<file path="src/rtl/pc_seq_if.sv">
// Control-unit <-> PC sequencer bundle: redirect/stall/halt requests in, fetch address and status out.
interface pc_seq_if #(
  parameter int unsigned ADDR_W = 32
);
  logic              stall;
  logic              jmp_en;
  logic [ADDR_W-1:0] jmp_tgt;
  logic              br_taken;
  logic [ADDR_W-1:0] br_off;
  logic              halt_req;
  logic              resume;
  logic [ADDR_W-1:0] pc;
  logic [ADDR_W-1:0] pc_plus;
  logic              pc_valid;
  logic [1:0]        state;
  logic              err;

  modport master (
    output stall, jmp_en, jmp_tgt, br_taken, br_off, halt_req, resume,
    input  pc, pc_plus, pc_valid, state, err
  );

  modport slave (
    input  stall, jmp_en, jmp_tgt, br_taken, br_off, halt_req, resume,
    output pc, pc_plus, pc_valid, state, err
  );
endinterface

</file>
<file path="src/rtl/pc_sequencer.sv">
// Program counter with jump/branch redirect, stall and BOOT/RUN/HALT sequencing.
// Define PC_ALIGN_CHK_EN to trap misaligned redirects to TRAP_VEC with a sticky err flag.
module pc_sequencer #(
  parameter int unsigned      ADDR_W    = 32,
  parameter int unsigned      STEP      = 4,
  parameter logic [ADDR_W-1:0] RESET_VEC = '0,
  parameter logic [ADDR_W-1:0] TRAP_VEC  = ADDR_W'(32'h0000_0080)
) (
  input  logic     clk_i,
  input  logic     rst_ni,
  pc_seq_if.slave  bus
);

  typedef enum logic [1:0] {
    StBoot = 2'b00,
    StRun  = 2'b01,
    StHalt = 2'b10,
    StBad  = 2'b11
  } state_e;

  // Low bits that must be zero in any fetch address.
  localparam logic [ADDR_W-1:0] AlignMask = ADDR_W'(STEP - 1);
  localparam logic [ADDR_W-1:0] StepVal   = ADDR_W'(STEP);

  state_e            state_q, state_d;
  logic [ADDR_W-1:0] pc_q, pc_d;
  logic              valid_q, valid_d;
  logic              redirect;
  logic [ADDR_W-1:0] tgt;

`ifdef PC_ALIGN_CHK_EN
  logic err_q, err_d;
`endif

  assign redirect = bus.jmp_en | bus.br_taken;
  assign tgt      = bus.jmp_en ? bus.jmp_tgt : (pc_q + bus.br_off);

  always_comb begin
    state_d = state_q;
    pc_d    = pc_q;
    valid_d = valid_q;
`ifdef PC_ALIGN_CHK_EN
    err_d   = err_q;
`endif
    unique case (state_q)
      StBoot: begin
        state_d = StRun;
        valid_d = 1'b1;
      end
      StRun: begin
        valid_d = 1'b1;
        if (redirect) begin
`ifdef PC_ALIGN_CHK_EN
          if ((tgt & AlignMask) != '0) begin
            pc_d  = TRAP_VEC;
            err_d = 1'b1;
          end else begin
            pc_d = tgt;
          end
`else
          pc_d = tgt & ~AlignMask;
`endif
        end else if (!bus.stall) begin
          pc_d = pc_q + StepVal;
        end
        // The pc update above still lands on the halting cycle.
        if (bus.halt_req) begin
          state_d = StHalt;
          valid_d = 1'b0;
        end
      end
      StHalt: begin
        if (bus.resume && !bus.halt_req) begin
          state_d = StRun;
          valid_d = 1'b1;
        end
      end
      StBad: begin
        state_d = StRun;
        valid_d = 1'b1;
      end
      default: begin
        state_d = StRun;
        valid_d = 1'b1;
      end
    endcase
  end

  always_ff @(posedge clk_i or negedge rst_ni) begin
    if (!rst_ni) begin
      state_q <= StBoot;
      pc_q    <= RESET_VEC;
      valid_q <= 1'b0;
    end else begin
      state_q <= state_d;
      pc_q    <= pc_d;
      valid_q <= valid_d;
    end
  end

`ifdef PC_ALIGN_CHK_EN
  always_ff @(posedge clk_i or negedge rst_ni) begin
    if (!rst_ni) begin
      err_q <= 1'b0;
    end else begin
      err_q <= err_d;
    end
  end
  assign bus.err = err_q;
`else
  assign bus.err = 1'b0;
`endif

  assign bus.pc       = pc_q;
  assign bus.pc_plus  = pc_q + StepVal;
  assign bus.pc_valid = valid_q;
  assign bus.state    = state_q;

endmodule

</file>
<file path="src/flat_wrapper.sv">
// flat-port wrapper written by rule: the top's interface ports become plain ports
module pc_sequencer_flat 
#(
  parameter int unsigned      ADDR_W    = 32,
  parameter int unsigned      STEP      = 4,
  parameter logic [ADDR_W-1:0] RESET_VEC = '0,
  parameter logic [ADDR_W-1:0] TRAP_VEC  = ADDR_W'(32'h0000_0080)
)
  (clk_i, rst_ni, bus_stall, bus_jmp_en, bus_jmp_tgt, bus_br_taken, bus_br_off, bus_halt_req, bus_resume, bus_pc, bus_pc_plus, bus_pc_valid, bus_state, bus_err);
  pc_seq_if #(.ADDR_W(ADDR_W)) bus_i ();
  input  logic clk_i;
  input  logic rst_ni;
  input wire logic [$bits(bus_i.stall)-1:0] bus_stall;
  input wire logic [$bits(bus_i.jmp_en)-1:0] bus_jmp_en;
  input wire logic [$bits(bus_i.jmp_tgt)-1:0] bus_jmp_tgt;
  input wire logic [$bits(bus_i.br_taken)-1:0] bus_br_taken;
  input wire logic [$bits(bus_i.br_off)-1:0] bus_br_off;
  input wire logic [$bits(bus_i.halt_req)-1:0] bus_halt_req;
  input wire logic [$bits(bus_i.resume)-1:0] bus_resume;
  output wire logic [$bits(bus_i.pc)-1:0] bus_pc;
  output wire logic [$bits(bus_i.pc_plus)-1:0] bus_pc_plus;
  output wire logic [$bits(bus_i.pc_valid)-1:0] bus_pc_valid;
  output wire logic [$bits(bus_i.state)-1:0] bus_state;
  output wire logic [$bits(bus_i.err)-1:0] bus_err;
  assign bus_i.stall = bus_stall;
  assign bus_i.jmp_en = bus_jmp_en;
  assign bus_i.jmp_tgt = bus_jmp_tgt;
  assign bus_i.br_taken = bus_br_taken;
  assign bus_i.br_off = bus_br_off;
  assign bus_i.halt_req = bus_halt_req;
  assign bus_i.resume = bus_resume;
  assign bus_pc = bus_i.pc;
  assign bus_pc_plus = bus_i.pc_plus;
  assign bus_pc_valid = bus_i.pc_valid;
  assign bus_state = bus_i.state;
  assign bus_err = bus_i.err;
  pc_sequencer #(.ADDR_W(ADDR_W), .STEP(STEP), .RESET_VEC(RESET_VEC), .TRAP_VEC(TRAP_VEC)) u_core (.clk_i(clk_i), .rst_ni(rst_ni), .bus(bus_i));
endmodule
</file>
<file path="config.mk">
export PLATFORM = sky130hd
export DESIGN_NAME = pc_sequencer_flat
export DESIGN_NICKNAME = d
export VERILOG_FILES = /design/src/rtl/pc_seq_if.sv /design/src/rtl/pc_sequencer.sv /design/src/flat_wrapper.sv
export SDC_FILE = /design/constraint.sdc
export NUM_CORES = 1
export LEC_CHECK = 0
export ABC_AREA = 1
export BUFFER_PORTS_ARGS = -buffer_cell sky130_fd_sc_hd__clkbuf_2
export CAP_MARGIN = 0
export CORE_ASPECT_RATIO = 0.6
export CORE_UTILIZATION = 40
export CTS_CLUSTER_DIAMETER = 60
export DETAILED_ROUTE_END_ITERATION = 16
export GPL_TIMING_DRIVEN = 0
export MAX_ROUTING_LAYER = met4
export PLACE_DENSITY = 0.67
export SLEW_MARGIN = 20
export SYNTH_ARGS = -nofsm -noshare
export SYNTH_HDL_FRONTEND = slang
export SYNTH_SLANG_ARGS = --single-unit
</file>
<file path="constraint.sdc">
create_clock -name clk_i -period 3.22 [get_ports clk_i]
set_input_delay 0.805 -clock clk_i [delete_from_list [all_inputs] [get_ports clk_i]]
set_output_delay 0.805 -clock clk_i [all_outputs]
set_load 0.05 [all_outputs]
</file>
# Word level (Yosys, flattened, before mapping)
# Cells that the tools add are included.
[totals]
reg_bits = 35
out_inout_bits = 68
wordCells = 27
[classes]
addsub = 2
n_eq_ne = 6
n_mux = 9
bitwise = 1
n_reduce_logical = 6
[ops]
columns = ["op", "n"]
rows = [
  ["32-bit 2-to-1 mux", 3],
  ["32-bit by 3-bit adder with 32-bit output (second input constant)", 1],
  ["32-bit adder", 1],
  ["2-bit one-hot mux with 3 select lines", 1],
  ["2-bit equality test (second input constant)", 2],
  ["2-bit 2-to-1 mux", 2],
  ["2-bit by 1-bit != test with 1-bit output (second input constant)", 2],
  ["2-bit AND reduction", 2],
  ["1-bit one-hot mux with 3 select lines", 1],
  ["2-bit by 1-bit equality test with 1-bit output (second input constant)", 1],
  ["2-bit zero test", 1],
  ["1-bit 2-to-1 mux", 2],
  ["2-bit != test (second input constant)", 1],
  ["2-bit OR reduction", 1],
  ["1-bit logical AND", 1],
  ["1-bit zero test", 1],
  ["1-bit bitwise OR", 1],
]

# Logic depth before layout (Yosys ltp)
[depth]
word_depth = 4
depth_mapped = 14
mapped_depth_nobuf = 14

# Worst setup path after synthesis
# No wires, ideal clock.
[synth_timing]
path_type = "reg-to-output"
from = "register u_core.pc_q[3] (netlist: u_core.bus.pc[3])"
to = "output port bus_pc_plus[26]"
t_arrival_ns = 2.308
required_time_ns = 2.415
setup_slack_ns = 0.107
stages_incl_launch_ff = 7
path_buffers = 0
cell_sequence = "dfrtp_1 -> ha_1 -> inv_1 -> nor2_2 -> nand2_1 -> nor3_2 -> xor2_1"
[synth_between]
elab_chain_cells = 1
[synth_lines]
columns = ["element", "line", "source"]
rows = [
  ["from (decl)", "pc_sequencer.sv:26", "logic [ADDR_W-1:0] pc_q, pc_d;"],
  ["from (signal assigned)", "pc_sequencer.sv:96", "pc_q <= pc_d;"],
  ["32-bit by 3-bit adder with 32-bit output", "pc_sequencer.sv:115", "assign bus.pc_plus = pc_q + StepVal;"],
  ["to (decl)", "flat_wrapper.sv:21", "output wire logic [$bits(bus_i.pc_plus)-1:0] bus_pc_plus;"],
]
# Every way passes these cells.

# Worst setup path after layout
# Ends and elaborated chain as after synthesis.

==> flow_summary.toml <==
[global_routing]
antenna_found_initial = 0
grt_pass1_vias = 4957
grt_pass1_wl_um = 26400
overflow = 0
track_usage = 0.304
grt_max_degree = 34

[clock_network]
clock_path_buffers = 2
root_buffer = "clkbuf_16"
cts_setup_buffers = 0
cts_resized = 0
htree_levels = 2
clock_sinks = 33
clk_latency_ps = 280
cts_tree = "done"
hold_buffers = 0
numCtsBuffers = 5
clk_transition_reported_paths_ps = 50

[route]
drtIter0Drc = 646
ant_nets = 0
num_vias = 5560
wl_um = 17100
drtPass1Iterations = 5
viasPerCell = 5.20
drc_errors = 0
wl_per_cell_um = 16.0

[synth]
yosysMostFrequentCell = "nand2_1"
ys_seq_area_frac = 0.182
yosysTopAreaCell = "nand2_1"
syn_inst = 790
synth_top_area_frac = 0.221
synth_ff_type = "dfrtp_1"
ys_types = 41
synthArstFlopShare = 1.00
synthTopCellsByArea = "nand2_1 (22%), dfrtp_1 (18%), inv_1 (10%)"
syn_area_um2 = 4540
avgSynthCellArea_um2 = 5.75
yosys_warnings = 0
netlist_top_cells_count = "nand2_1 (267), inv_1 (121), nor2_1 (83), a21oi_1 (68), nand3_1 (41)"
synth_edf_count = 0
ys_seq_elements = 33

[floorplanning]
pin_count = 139
dieArea_um2 = 11800
start_util = 0.420
die_x_um = 140
num_rows = 29
dieHeight_um = 84.5
coreArea_um2 = 10800

[sta]
worst_slew_pin_slew_ps = 839
fmax_ghz = 0.325
hold_violations = 0
finalMaxSlewViolations = 0
fin_hold_ws_ps = 549
tns_ps = 0
setup_viol = 0
clock_skew_ps = 2.35
rsz0062_at_grt = "false"
finalCritPeriodShare = 0.956
period_minus_slack_ps = 3080
slew_headroom = 0.441

[setup_path]
crit_chain = "ha_1 -> inv_1 -> nor2_2 -> nand2_1 -> nor3_2 -> xor2_1 -> clkbuf_2"
r2r.worst_path.cells = 9
start_kind = "flop"
crit_arrival_ps = 2270
cpPeakStageDelay_ps = 480
r2r_slack_ps = 780
cp.required_ps = 2410
r2r_start = "u_core.bus.pc[13]$_DFFE_PN0P_"
cp_max_fo = 6
r2r_end = "u_core.bus.pc[25]$_DFFE_PN0P_"
critPathKind = "reg2out"
cp-end-kind = "primary output"
crit_path_top_delay_cell = "dfrtp_1"

[place]
hpwlAfterDp_um = 14400
globalplace.congestion = 1.01
placed_cells = 1062
portBuffers = 129

[min_path]
hold_class = "reg2reg"
whs_endpoint = "u_core.bus.pc_valid$_DFFE_PN0P_"
whs_path_depth = 2
hold_start = "u_core.bus.pc_valid$_DFFE_PN0P_"

[power]
ir_drop_uv = 427
p_leak_nw = 3.12
p_total_mw = 7.08
powerDensity_nw_per_um2 = 1270

[final_layout]
drive_gt1_frac = 0.182
final.fill_count = 1172
final_net_count = 1031
stdcell_count = 1070
syn_to_final_growth_pct = 22.6
antennaDiodeCount = 0

[run_status]
status = "finished, final reports clean"

[job]
cap_violations = 0
[metrics by stage]
step                       util  cell area (um^2)  setup WS, ps
after detailed placement  0.497              5370           488
after global placement    0.497              5370           454
final                     0.515              5560           141
after floorplan               -              4550           107
after CTS                 0.515              5560           179
after global routing      0.515              5560          57.1
[per-layer routing]
metal,share of wire,GRT usage,up-vias
met1,0.51,0.473,2450
met2,0.36,0.400,306
met3,0.11,0.0428,17
met5,0,-,-
met4,0.012,0.0639,0
li1,-,-,2787
[layout by cell type (no fill, tap or decap), types with 6 or more instances in the layout]
cell / count
nand3_1: 41
inv_1: 121
xor2_1: 29
o21ai_0: 17
a21oi_1: 68
a31oi_1: 9
nand3b_1: 6
clkbuf_2: 129
nand4_1: 12
clkbuf_1: 10
nor3_1: 10
ha_1: 30
dfrtp_1: 33
nand2_1: 267
nor2_1: 83
[cells by family after synthesis]
group,synth area share
flops,0.182
fa+ha+maj,0.0827
xor+xnor,0.0689
compound gates,0.133
buf+inv,0.123
simple gates,0.409
other cells,0.000826
[how the worst max path moves through the flow]
stage,start,endpoint
finish,u_core.bus.pc[3]$_DFFE_PN0P_,bus_pc_plus[26]
global route,u_core.bus.pc[3]$_DFFE_PN0P_,bus_pc_plus[26]
CTS,u_core.bus.pc[3]$_DFFE_PN0P_,bus_pc_plus[26]
detailed placement,u_core.bus.pc[3]$_DFFE_PN0P_,bus_pc_plus[26]
global placement,u_core.bus.pc[3]$_DFFE_PN0P_,bus_pc_plus[26]
floorplan,u_core.bus.pc[3]$_DFFE_PN0P_,bus_pc_plus[26]
[worst max-delay path: cells and delay by family (launching register included)]
kind / cells / cell delay (ps)
buffers and inverters: 2 / 440
DFF: 1 / 480
adders and majority gates: 1 / 310
and+or+nand+nor: 3 / 490
xor gates and xnor gates: 1 / 270
[area by class of cell]
class | instances | area [um^2] | area share
multi-input combinational | 618 | 3170 | 0.569
sequential | 33 | 826 | 0.148
timing repair buffer | 129 | 646 | 0.116
inverter | 123 | 462 | 0.0830
tap | 139 | 174 | 0.0313
clock buffer | 5 | 125 | 0.0225
buffer | 20 | 98.8 | 0.0178
clock inverter | 3 | 65.1 | 0.0117
[power breakdown]
group / switching [mW] / internal (mW)
logic: 3.91 / 1.39
registers: 0.528 / 0.628
clock network: 0.186 / 0.442
total: 4.62 / 2.46
[registers in the layout (all words and copies together), names as in the netlist]
name,count
u_core.bus.pc,30
u_core.bus.pc_valid,1
u_core.bus.state,2
Power figures use the tool's default switching activity.
